--- src/rtl/add8_arb_pkg.sv ---
// add8_arb_pkg
// Shared constants, types and the round-robin search function used by the
// time-shared approximate adder (add8_apx_share_arb) and its core.
//   OP_W    operand width (8)
//   SUM_W   result width (9)
//   ERR_W   error-monitor register width (16)
//   rr_pick first valid index at or above ptr, wrapping at nreq
package add8_arb_pkg;

    localparam int OP_W    = 8;
    localparam int SUM_W   = 9;
    localparam int ERR_W   = 16;
    localparam int MAX_REQ = 16;
    localparam int IDX_W   = 4;
    localparam int CAND_W  = IDX_W + 1;

    typedef struct packed {
        logic [SUM_W-1:0] sum;
        logic [IDX_W-1:0] id;
    } arb_result_t;

    typedef struct packed {
        logic             found;
        logic [IDX_W-1:0] idx;
    } rr_pick_t;

    // Search starts at ptr and wraps at nreq. Because ptr < nreq and the
    // offset is < nreq, one conditional subtract performs the modulo.
    function automatic rr_pick_t rr_pick(
        input logic [MAX_REQ-1:0] valid,
        input logic [IDX_W-1:0]   ptr,
        input int                 nreq
    );
        rr_pick_t          r;
        logic [CAND_W-1:0] cand;
        r = '0;
        for (int i = 0; i < MAX_REQ; i++) begin
            cand = {1'b0, ptr} + CAND_W'(i);
            if (cand >= CAND_W'(nreq)) begin
                cand = cand - CAND_W'(nreq);
            end
            if ((i < nreq) && !r.found && valid[cand[IDX_W-1:0]]) begin
                r.found = 1'b1;
                r.idx   = cand[IDX_W-1:0];
            end
        end
        return r;
    endfunction

endpackage

--- src/rtl/add8_apx_core.sv ---
// add8_apx_core
// Purely combinational approximate 8-bit adder. Low bits are passed through
// from the operands; only bits [7:5] are really added, with a carry-in
// guessed from bit 4 of both operands.
//   a, b  in   8-bit operands
//   sum   out  9-bit approximate sum
module add8_apx_core
    import add8_arb_pkg::*;
(
    input  logic [OP_W-1:0]  a,
    input  logic [OP_W-1:0]  b,
    output logic [SUM_W-1:0] sum
);

    logic [3:0] hi;
    // Operand bits the approximation ignores by construction.
    logic       unused_bits;

    assign hi          = {1'b0, a[7:5]} + {1'b0, b[7:5]} + {3'b000, a[4] & b[4]};
    assign sum         = {hi, a[3], b[3], b[2], a[1], a[0]};
    assign unused_bits = ^{a[2], b[1:0]};

endmodule

--- src/rtl/add8_apx_share_arb.sv ---
// add8_apx_share_arb
// Time-shares one add8_apx_core among NREQ requesters. A round-robin arbiter
// grants one valid request per cycle when the result register can take it;
// the approximate sum and the requester ID are registered one cycle later.
// Optional error monitor: define ADD8_ARB_ERRMON_EN to add err_clr, err_acc
// (saturating sum of |exact-approx|) and err_cnt (saturating count of
// transfers with nonzero error).
//   clk, rst_n            clock, asynchronous active-low reset
//   req_valid/req_ready   per-requester handshake (ready is one-hot or zero)
//   req_a, req_b          packed operands, requester i at [8i+7:8i]
//   out_valid/out_ready   result handshake
//   out_sum, out_id       approximate sum and producing requester
module add8_apx_share_arb
    import add8_arb_pkg::*;
#(
    parameter int NREQ = 4,
    parameter int IDW  = $clog2(NREQ)
) (
    input  logic                 clk,
    input  logic                 rst_n,
    input  logic [NREQ-1:0]      req_valid,
    output logic [NREQ-1:0]      req_ready,
    input  logic [NREQ*OP_W-1:0] req_a,
    input  logic [NREQ*OP_W-1:0] req_b,
    output logic                 out_valid,
    input  logic                 out_ready,
    output logic [SUM_W-1:0]     out_sum,
    output logic [IDW-1:0]       out_id
`ifdef ADD8_ARB_ERRMON_EN
    ,
    input  logic                 err_clr,
    output logic [ERR_W-1:0]     err_acc,
    output logic [ERR_W-1:0]     err_cnt
`endif
);

    logic             out_valid_reg;
    logic [SUM_W-1:0] out_sum_reg;
    logic [IDW-1:0]   out_id_reg;
    logic [IDW-1:0]   rr_ptr_reg;
    logic [IDW-1:0]   rr_ptr_next;

    logic             can_accept;
    rr_pick_t         pick;
    logic [IDX_W-1:0] g;
    logic             xfer;
    logic [OP_W-1:0]  a_sel;
    logic [OP_W-1:0]  b_sel;
    logic [SUM_W-1:0] apx_sum;

    assign can_accept = !out_valid_reg || out_ready;

    always_comb begin
        pick = rr_pick(MAX_REQ'(req_valid), IDX_W'(rr_ptr_reg), NREQ);
    end
    assign g = pick.idx;

    // rst_n gates ready so nothing is accepted while reset is held.
    generate
        for (genvar gi = 0; gi < NREQ; gi++) begin : g_ready
            assign req_ready[gi] = rst_n && can_accept && pick.found && (g == IDX_W'(gi));
        end
    endgenerate

    assign xfer = |req_ready;

    // One-hot operand mux driven by the grant; zero when nothing is granted.
    always_comb begin
        a_sel = '0;
        b_sel = '0;
        for (int i = 0; i < NREQ; i++) begin
            if (req_ready[i]) begin
                a_sel = a_sel | req_a[i*OP_W +: OP_W];
                b_sel = b_sel | req_b[i*OP_W +: OP_W];
            end
        end
    end

    add8_apx_core u_core (
        .a   (a_sel),
        .b   (b_sel),
        .sum (apx_sum)
    );

    assign rr_ptr_next = (g == IDX_W'(NREQ - 1)) ? '0 : IDW'(g + IDX_W'(1));

    always_ff @(posedge clk or negedge rst_n) begin
        if (!rst_n) begin
            out_valid_reg <= 1'b0;
            out_sum_reg   <= '0;
            out_id_reg    <= '0;
            rr_ptr_reg    <= '0;
        end else begin
            if (xfer) begin
                // Also covers drain-and-refill in the same cycle.
                out_valid_reg <= 1'b1;
                out_sum_reg   <= apx_sum;
                out_id_reg    <= IDW'(g);
                rr_ptr_reg    <= rr_ptr_next;
            end else if (out_ready) begin
                out_valid_reg <= 1'b0;
            end
        end
    end

    assign out_valid = out_valid_reg;
    assign out_sum   = out_sum_reg;
    assign out_id    = out_id_reg;

`ifdef ADD8_ARB_ERRMON_EN
    logic [SUM_W-1:0] exact_sum;
    logic [SUM_W-1:0] abs_err;
    logic [ERR_W:0]   acc_sum;
    logic [ERR_W-1:0] err_acc_reg;
    logic [ERR_W-1:0] err_cnt_reg;

    assign exact_sum = {1'b0, a_sel} + {1'b0, b_sel};
    assign abs_err   = (exact_sum >= apx_sum) ? (exact_sum - apx_sum) : (apx_sum - exact_sum);
    assign acc_sum   = {1'b0, err_acc_reg} + (ERR_W+1)'(abs_err);

    always_ff @(posedge clk or negedge rst_n) begin
        if (!rst_n) begin
            err_acc_reg <= '0;
            err_cnt_reg <= '0;
        end else if (err_clr) begin
            err_acc_reg <= '0;
            err_cnt_reg <= '0;
        end else if (xfer) begin
            err_acc_reg <= acc_sum[ERR_W] ? '1 : acc_sum[ERR_W-1:0];
            if ((abs_err != '0) && (err_cnt_reg != '1)) begin
                err_cnt_reg <= err_cnt_reg + 1'b1;
            end
        end
    end

    assign err_acc = err_acc_reg;
    assign err_cnt = err_cnt_reg;
`endif

endmodule

--- config.mk ---
export PLATFORM = sky130hd
export DESIGN_NAME = add8_apx_share_arb
export DESIGN_NICKNAME = d
export VERILOG_FILES = /design/src/rtl/add8_arb_pkg.sv /design/src/rtl/add8_apx_core.sv /design/src/rtl/add8_apx_share_arb.sv
export SDC_FILE = /design/constraint.sdc
export NUM_CORES = 1
export LEC_CHECK = 0
export ABC_AREA = 1
export BUFFER_PORTS_ARGS = -buffer_cell sky130_fd_sc_hd__clkbuf_2
export CAP_MARGIN = 20
export CORE_MARGIN = 10
export CORE_UTILIZATION = 45
export CTS_BUF_LIST = sky130_fd_sc_hd__clkbuf_4 sky130_fd_sc_hd__clkbuf_8
export CTS_CLUSTER_DIAMETER = 80
export DETAILED_ROUTE_END_ITERATION = 16
export PLACE_DENSITY = 0.84
export SYNTH_ARGS = -nofsm -noshare
export SYNTH_HDL_FRONTEND = slang
export SYNTH_SLANG_ARGS = --single-unit
--- constraint.sdc ---
create_clock -name clk -period 4.9 [get_ports clk]
set_input_delay 1.47 -clock clk [delete_from_list [all_inputs] [get_ports clk]]
set_output_delay 1.47 -clock clk [all_outputs]
set_load 0.02 [all_outputs]
Word level (Yosys, flattened, before mapping). Index checks and enable logic that the tools add are counted.

Register bits: 14. Input port bits: 71. Output and inout port bits: 16. Word-level logic and storage cells: 76.

Add/sub/neg operators: 10. Magnitude comparators: 8. Equality and inequality tests: 3. Muxes and demuxes: 27. Bitwise gates (word level): 7. Reduce and logical (&&, ||, !) cells: 17.

Operators with widths (count): 2-to-1 mux 8 bit (8); bitwise OR 8 bit (6); less-than comparator 4 x 5 -> 1 bit (second input constant) (4); 2-to-1 mux 5 bit (4); binary-select mux 1 bit (select 4 bit) (4); 2-to-1 mux 4 bit (4); subtractor 3 x 3 -> 4 bit (second input constant) (3); >= comparator 3 bit (second input constant) (3); logical AND 1 bit (9); == test 4 x 2 -> 1 bit (second input constant) (2); adder 2 x 2 -> 3 bit (second input constant) (2); 2-to-1 mux 1 bit (6); adder 3 x 3 -> 4 bit (1); adder 4 x 1 -> 4 bit (1); == test 4 x 1 -> 1 bit (second input constant) (1); logical NOT 1 bit (4); logical NOT 4 bit (1); OR reduction 4 bit (1); subtractor 2 x 3 -> 4 bit (second input constant) (1); adder 2 x 1 -> 3 bit (second input constant) (1); >= comparator 2 x 3 -> 1 bit (second input constant) (1); adder 2 x 1 -> 2 bit (second input constant) (1); 2-to-1 mux 2 bit (1); nonzero test 2 bit (1); 2 further kinds (2).

Logic depth before layout (Yosys ltp). Gate-level depths: netlist (run 1).

Depth after elaboration: 25. Depth in mapped cells: 23. Depth with buffers taken out: 22.

By module. A second synthesis (run 1) with hierarchy kept.

Cell total of the unflattened synthesis: 240. Area total of the unflattened synthesis: 1545.2 um^2.

By module, submodules not included: add8_apx_share_arb (times used 1, cells each 219, area an instance 1390.1 um^2, seq. area each 350.3 um^2); add8_apx_core (times used 1, cells each 21, area an instance 155.1 um^2, seq. area each 0.0 um^2).

Worst setup path before layout (run 1). Ideal clock, no wire load.

Kind: input to output. Start: input req_valid[3]. End: output req_ready[2]. Data arrival time: 3401 ps. Data required time: 3430 ps. Slack: 29 ps. Stages: 12. Path buffers: 2. Path through: inv_1 -> nand2_1 -> nand3_1 -> nand2_1 -> nor2_4 -> nand3_4 -> buf_2 -> a21oi_1 -> ha_1 -> buf_1 -> inv_1 -> nor2_1.

Longest elaborated chain between the ends: 14. Elaborated cells between the ends (all ways): 21. Classes of those cells: 1 x eq/ne; 12 x mux; 8 x reduce/logical.

Ends and longest elaborated chain: start, declared (RTL line add8_apx_share_arb.sv:21) `input logic [NREQ-1:0] req_valid,`; binary-select mux 1 bit (select 4 bit) (RTL line add8_arb_pkg.sv:42) `if ((i < nreq) && !r.found && valid[cand[IDX_W-1:0]]) begin`; 2-to-1 mux 1 bit (implied by the code) (RTL line add8_arb_pkg.sv:42); 2-to-1 mux 5 bit (RTL line add8_arb_pkg.sv:42); logical NOT 1 bit (RTL line add8_arb_pkg.sv:42); logical AND 1 bit (RTL line add8_arb_pkg.sv:42); 2-to-1 mux 5 bit (RTL line add8_arb_pkg.sv:42); logical NOT 1 bit (RTL line add8_arb_pkg.sv:42); logical AND 1 bit (RTL line add8_arb_pkg.sv:42); 2-to-1 mux 5 bit (RTL line add8_arb_pkg.sv:42); logical NOT 1 bit (RTL line add8_arb_pkg.sv:42); logical AND 1 bit (RTL line add8_arb_pkg.sv:42); 2-to-1 mux 5 bit (*) (RTL line add8_arb_pkg.sv:42); == test 4 x 2 -> 1 bit or logical AND 1 bit (tied branches) (RTL line add8_apx_share_arb.sv:61) `assign req_ready[gi] = rst_n && can_accept && pick.found && (g == IDX_W'(gi));`; logical AND 1 bit (*) (RTL line add8_apx_share_arb.sv:61); end, declared (RTL line add8_apx_share_arb.sv:22) `output logic [NREQ-1:0] req_ready,`.

Mark *: on every way between the ends. The rest lies on a longest branch, timed or not. The select of a mux whose other input is x is not followed.

==> flow_metrics.env, run 1 <==
export IMPL_synth_mux_area_frac=0
export IMPL_fmax_mhz=213.7
export IMPL_power_share_clock=0.053
export IMPL_p_sw_uw=932.4
export IMPL_ys_warnings_count=0
export IMPL_period_minus_slack_ns=4.681
export IMPL_finalCritPeriodShare=0.9552
export IMPL_place_hpwl_um=3752
export IMPL_grt_pass1_vias=1819
export IMPL_vias=1759
export IMPL_fin_tns_setup_ns=0
export IMPL_hold_violations=0
export IMPL_grt_start_max_net_pins=31
export IMPL_avgRoutedWirePerCell_um=12.75
export IMPL_fillers=315
export IMPL_cp_arrival_ns=3.21
export IMPL_synth_top_family_by_area="simple AND/OR/NAND/NOR gates"
export IMPL_cts_clk_slew_worst_paths_ns=0.09
export IMPL_worst_slew_pin_slew_ns=0.4263
export IMPL_hold_path_class="reg -> reg"
export IMPL_holdBufCountCts=0
export IMPL_ctsResizeCount=0
export IMPL_drt_iter0_markers=134
export IMPL_p_comb_frac=0.810
export IMPL_netlist_area_um2=1490
export IMPL_avgSynthCellArea_um2=6.451
export IMPL_finClkSkew_ns=0.003718
export IMPL_nets=391
export IMPL_grt_pass1_wl_um=7679
export IMPL_avgViaCountPerCell=4.997
export IMPL_cts_tree="built"
export IMPL_rsz0062_at_grt="false"
export IMPL_p_per_area_nw_per_um2=822.7
export IMPL_port_buffers=74
export IMPL_cts_buffers=3
export IMPL_drc=0
export IMPL_switching_share=0.5729
export IMPL_yosys_area_share_simple=0.5172
export IMPL_cp_max_fo=7
export IMPL_synth_compound_area_frac=0.04198
export IMPL_final_core_util=0.6375
export IMPL_antennaDiodeCount=0
export IMPL_synth_seq_cells=14
export IMPL_critPathKind="in -> out"
export IMPL_syn_to_final_growth_pct=32.75
export IMPL_syn_instance_count=231
export IMPL_routabilityCongestion=0.8103
export IMPL_antenna_found_initial=0
export IMPL_htreeDepth=1
export IMPL_cts_sinks=14
export IMPL_post_cts_buffers=0
export IMPL_start_util=0.4802
export IMPL_die_area_um2=6013
export IMPL_wl_um=4489
export IMPL_ant_nets=0
export IMPL_endpoint_kind="primary output"
export IMPL_clock_latency_ns=0.29
export IMPL_ys_types=26
export IMPL_die_h_um=77.55
export IMPL_coreArea_um2=3103
export IMPL_setup_viol=0
export IMPL_die_width_um=77.55
export IMPL_dp_slack_ns=0.1028
export IMPL_cts_root_buf="clkbuf_4"
export IMPL_rows=20
export IMPL_critPathRequiredTime_ns=3.43
export IMPL_max_cap_violations=0
export IMPL_synth_seq_area_share=0.2351
export IMPL_setup_slack_ns=0.2195
export IMPL_critPathLaunchType="input pin"
export IMPL_vdd_ir_drop_max_mv=0.4753
export IMPL_slew_viol_final=0
export IMPL_p_seq_frac=0.137
export IMPL_p_leak_nw=1.188
export IMPL_boundaryPins=87
export IMPL_p_int_uw=695.1
export IMPL_track_usage=0.1493
export IMPL_first_pass_iters=5
export IMPL_synth_nets=313
export IMPL_largest_reg_flops=9
export IMPL_cts_max_path_buffers=2
export IMPL_synthAdderAreaFrac=0.1024
export IMPL_outcome="completed"
export IMPL_slew_headroom=0.7147
export IMPL_overflow=0
export IMPL_layout_drive_gt1_share=0.3344
export IMPL_synthXorXnorAreaFrac=0.005877
-- power by group through the flow --
| stage | clock [mW] | sequential [mW] | combinational, mW |
|---|---|---|---|
| 6_report | 0.0859 | 0.223 | 1.32 |
| 5_1_grt | 0.0914 | 0.232 | 1.49 |
| 4_1_cts | 0.0864 | 0.223 | 1.33 |
| 3_5_place_dp | 0 | 0.225 | 1.32 |
| 3_3_place_gp | 0 | 0.223 | 1.29 |
| 2_1_floorplan | 0 | 0.274 | 0.915 |
-- cells in the final DEF (no fill, tap or decap), drive strengths merged --
cell type / synthesis / routed
nand2: 90 / 90
clkbuf: 3 / 78
nand4: 32 / 32
nand3: 25 / 25
inv: 22 / 22
nor2: 15 / 15
dfrtp: 14 / 14
buf: 9 / 11
ha: 9 / 9
o21ai: 3 / 3
a21oi: 2 / 2
fa: 2 / 2
a21boi: 1 / 1
o21bai: 1 / 1
nand3b: 1 / 1
or2: 1 / 1
xor2: 1 / 1
-- path summary, 6_finish.rpt --
kind | start | to | slack (ns) | depth (start not counted)
worst max-delay path | req_valid[3] | req_ready[2] | 0.22 | 14
worst min-delay path | out_sum[8] | out_sum[8] | 0.51 | 2
worst max register to register | rr_ptr_reg[0] | out_sum[6] | 1.04 | 21
worst min register to register | out_sum[8] | out_sum[8] | 0.51 | 2
max in group asynchronous | rst_n | rr_ptr_reg[0] | 3.62 | 2
min in group asynchronous | rst_n | out_valid | 1.11 | 2
-- cell families (layout without fill, tap and decap cells) --
logic type,Yosys count,in the layout
AOI/OAI and AO/OA,7,7
xor gates and xnor gates,1,1
adders and majority gates,11,11
buffers and inverters,34,111
DFF,14,14
and+or+nand+nor,164,164
-- area by class of cell --
type                            count  area (µm²)  share of cell area
Multi-Input combinational cell    183        1001              0.5060
Clock buffer                        4       36.28             0.01834
Tap cell                           44       55.05             0.02783
Timing Repair Buffer               85       452.9              0.2290
Sequential cell                    14       350.3              0.1771
Inverter                           22       82.58             0.04175
-- critical path, stage by stage --
cell	delay, ns
clkbuf_2	0.09
inv_1	0.05
nand2_1	0.06
nand3_1	0.12
nand2_1	0.11
nor2_4	0.16
nand3b_1	0.10
nand3_1	0.08
nand2_1	0.10
inv_1	0.12
ha_1	0.19
inv_1	0.06
nor2_2	0.27
clkbuf_2	0.24
-- cell usage after synthesis --
library cell	instances	share of area
nand2_1	86	0.22
nand4_1	32	0.13
nand3_1	24	0.081
inv_1	20	0.050
dfrtp_1	14	0.24
nor2_1	13	0.033
ha_1	9	0.076
buf_1	5	0.013
clkbuf_1	3	0.0076
nand2_2	3	0.013
a21oi_1	2	0.0067
buf_2	2	0.0067
buf_6	2	0.015
fa_1	2	0.027
inv_2	2	0.0050
o21ai_4	2	0.022
a21boi_0	1	0.0050
nand2_4	1	0.0076
nand3_4	1	0.012
nand3b_1	1	0.0050
nor2_2	1	0.0042
nor2_4	1	0.0076
o21ai_0	1	0.0034
o21bai_1	1	0.0050
or2_2	1	0.0042
xor2_1	1	0.0059
-- per-stage QoR --
stage / cells / area (µm²) / hold WS, ns / total power [mW]
2_1_floorplan: 231 / 1490 / 0.5605 / 1.188
3_3_place_gp: 348 / 1939 / 0.4923 / 1.512
3_5_place_dp: 348 / 1939 / 0.5010 / 1.549
4_1_cts: 352 / 1976 / 0.5208 / 1.637
5_1_grt: 352 / 1978 / 0.5487 / 1.816
6_report: 352 / 1978 / 0.5124 / 1.628
-- routing by layer --
layer  up-vias  GRT usage  share of wire
li1        919          -              -
met1       761     0.1757           0.45
met2        72     0.2316           0.44
met3         7    0.05991          0.095
met4         0    0.07117          0.021
met5         -          0              0
No activity file was read; power rests on OpenSTA's default activity.
==> run 2, diff against run 1 <==
==> constraint.sdc (replaced) <==
create_clock -name clk -period 4.9 [get_ports clk]
set_input_delay 0.245 -clock clk [delete_from_list [all_inputs] [get_ports clk]]
set_output_delay 0.245 -clock clk [all_outputs]
set_load 0.02 [all_outputs]
==> run 2 against run 1 <==
Largest cell class unchanged. Critical path depth grew 5. Total power shrank 5.2%. Sequential cell count is the same. Non-clock buffer count shrank 8. Fmax grew 8.7%. Utilization shrank 1.9 points.
==> flow_metrics.env, run 2 (synthesized netlist as in run 1, its figures left out) <==
export IMPL_avgViaCountPerCell=5.113
export IMPL_critPathRequiredTime_ns=5.08
export IMPL_cts_sinks=14
export IMPL_slew_viol_final=0
export IMPL_start_util=0.4802
export IMPL_antennaDiodeCount=0
export IMPL_grt_pass1_wl_um=7665
export IMPL_cts_max_path_buffers=2
export IMPL_period_minus_slack_ns=4.306
export IMPL_syn_to_final_growth_pct=28.72
export IMPL_die_h_um=77.55
export IMPL_reg2reg_slack_ns=0.59
export IMPL_cts_root_buf="clkbuf_4"
export IMPL_path_buf_inv=4
export IMPL_nets=383
export IMPL_drt_iter0_markers=88
export IMPL_multi_input_area_um2=998.5
export IMPL_endpoint_kind="flop"
export IMPL_avgRoutedWirePerCell_um=12.78
export IMPL_worst_slew_pin_slew_ns=0.5227
export IMPL_slew_headroom=0.6503
export IMPL_grt_start_max_net_pins=32
export IMPL_dpl_instance_area_um2=1872
export IMPL_dp_cells=339
export IMPL_drc=0
export IMPL_critPathKind="reg -> reg"
export IMPL_coreArea_um2=3103
export IMPL_antenna_found_initial=0
export IMPL_setup_slack_ns=0.5938
export IMPL_place_hpwl_um=3657
export IMPL_ctsResizeCount=0
export IMPL_hold_path_class="in -> reg"
export IMPL_critPathLaunchType="flop"
export IMPL_crit_chain="inv_2, ha_1, inv_1, nand2_1, nand2_2, nor2_4, nand3_4, a21oi_1, ha_1, inv_1, nor2_1, nand2_1, nand2_1, nor2_1, fa_1, inv_1, fa_1, nand2_1, nand2_1"
export IMPL_p_per_area_nw_per_um2=804.3
export IMPL_fmax_mhz=232.2
export IMPL_grt_pass1_vias=1778
export IMPL_cp_max_fo=31
export IMPL_fin_cells=344
export IMPL_clock_latency_ns=0.28
export IMPL_dp_slack_ns=0.6382
export IMPL_layout_commonest_cell="nand2_1"
export IMPL_rsz0062_at_grt="false"
export IMPL_hold_violations=0
export IMPL_vdd_ir_drop_max_mv=0.2945
export IMPL_critical_path_top_delay_family="adder cells"
export IMPL_boundaryPins=87
export IMPL_fillers=334
export IMPL_routabilityCongestion=0.8097
export IMPL_outcome="completed"
export IMPL_cts_buffers=3
export IMPL_final_core_util=0.6181
export IMPL_htreeDepth=1
export IMPL_crit_top_cell="nand2_1"
export IMPL_fin_tns_setup_ns=0
export IMPL_setup_viol=0
export IMPL_vias=1759
export IMPL_holdBufCountCts=1
export IMPL_cp_arrival_ns=4.49
export IMPL_largest_reg_flops=9
export IMPL_ff_latch_area_um2=350.3
export IMPL_p_leak_nw=1.147
export IMPL_fin_area_um2=1918
export IMPL_slowest_delay_ns=0.50
export IMPL_first_pass_iters=8
export IMPL_overflow=0
export IMPL_rows=20
export IMPL_finalCritPeriodShare=0.8788
export IMPL_cts_clk_slew_worst_paths_ns=0.09
export IMPL_cts_tree="built"
export IMPL_wl_um=4398
export IMPL_layout_drive_gt1_share=0.3100
export IMPL_whs_ns=0.2470
export IMPL_max_cap_violations=0
export IMPL_track_usage=0.1464
export IMPL_slowest_stage="dfrtp_1"
export IMPL_ant_nets=0
export IMPL_port_buffers=74
export IMPL_post_cts_buffers=0
export IMPL_die_area_um2=6013
export IMPL_final_cell_mix="nand2_1, clkbuf_2, nand4_1"
export IMPL_p_total_mw=1.543
export IMPL_finClkSkew_ns=0.004045
export IMPL_die_width_um=77.55
[run 2: final cells by class]
type / instances / area share
tap: 44 / 0.02870
multi-input combinational: 183 / 0.5205
sequential: 14 / 0.1826
clock buffer: 4 / 0.01892
inverter: 22 / 0.04305
timing repair buffer: 77 / 0.2061
[run 2: worst register-to-register path, delay by kind of cell (launching register included)]
kind | cells | cell delay, ns
buffers and inverters | 4 | 0.39
adders and majority gates | 4 | 1.62
DFF | 1 | 0.50
AOI/OAI and AO/OA | 1 | 0.38
and+or+nand+nor | 10 | 1.32
[run 2: where the power goes]
part	leakage, nW	internal (mW)	switching, mW
sequential	0.175	0.180	0.0421
combinational	0.950	0.406	0.831
clock	0.0210	0.0452	0.0386
total	1.15	0.631	0.911
[run 2: path summary, 6_finish.rpt]
check / startpoint / to / cells past startpoint
setup / recovery: rr_ptr_reg[0] / out_sum[6] / 19
hold / removal: out_ready / out_valid / 4
setup reg to reg: rr_ptr_reg[0] / out_sum[6] / 19
hold reg to reg: out_sum[2] / out_sum[2] / 2
max in group asynchronous: rst_n / out_sum[6] / 2
min in group asynchronous: rst_n / rr_ptr_reg[1] / 2
[run 2: metal layers]
metal	wire [µm]	vias up	GRT usage
met5	0	-	0
met4	48	0	0.04562
met3	550	5	0.07834
met2	1904	74	0.2216
met1	1895	777	0.1743
li1	-	903	-
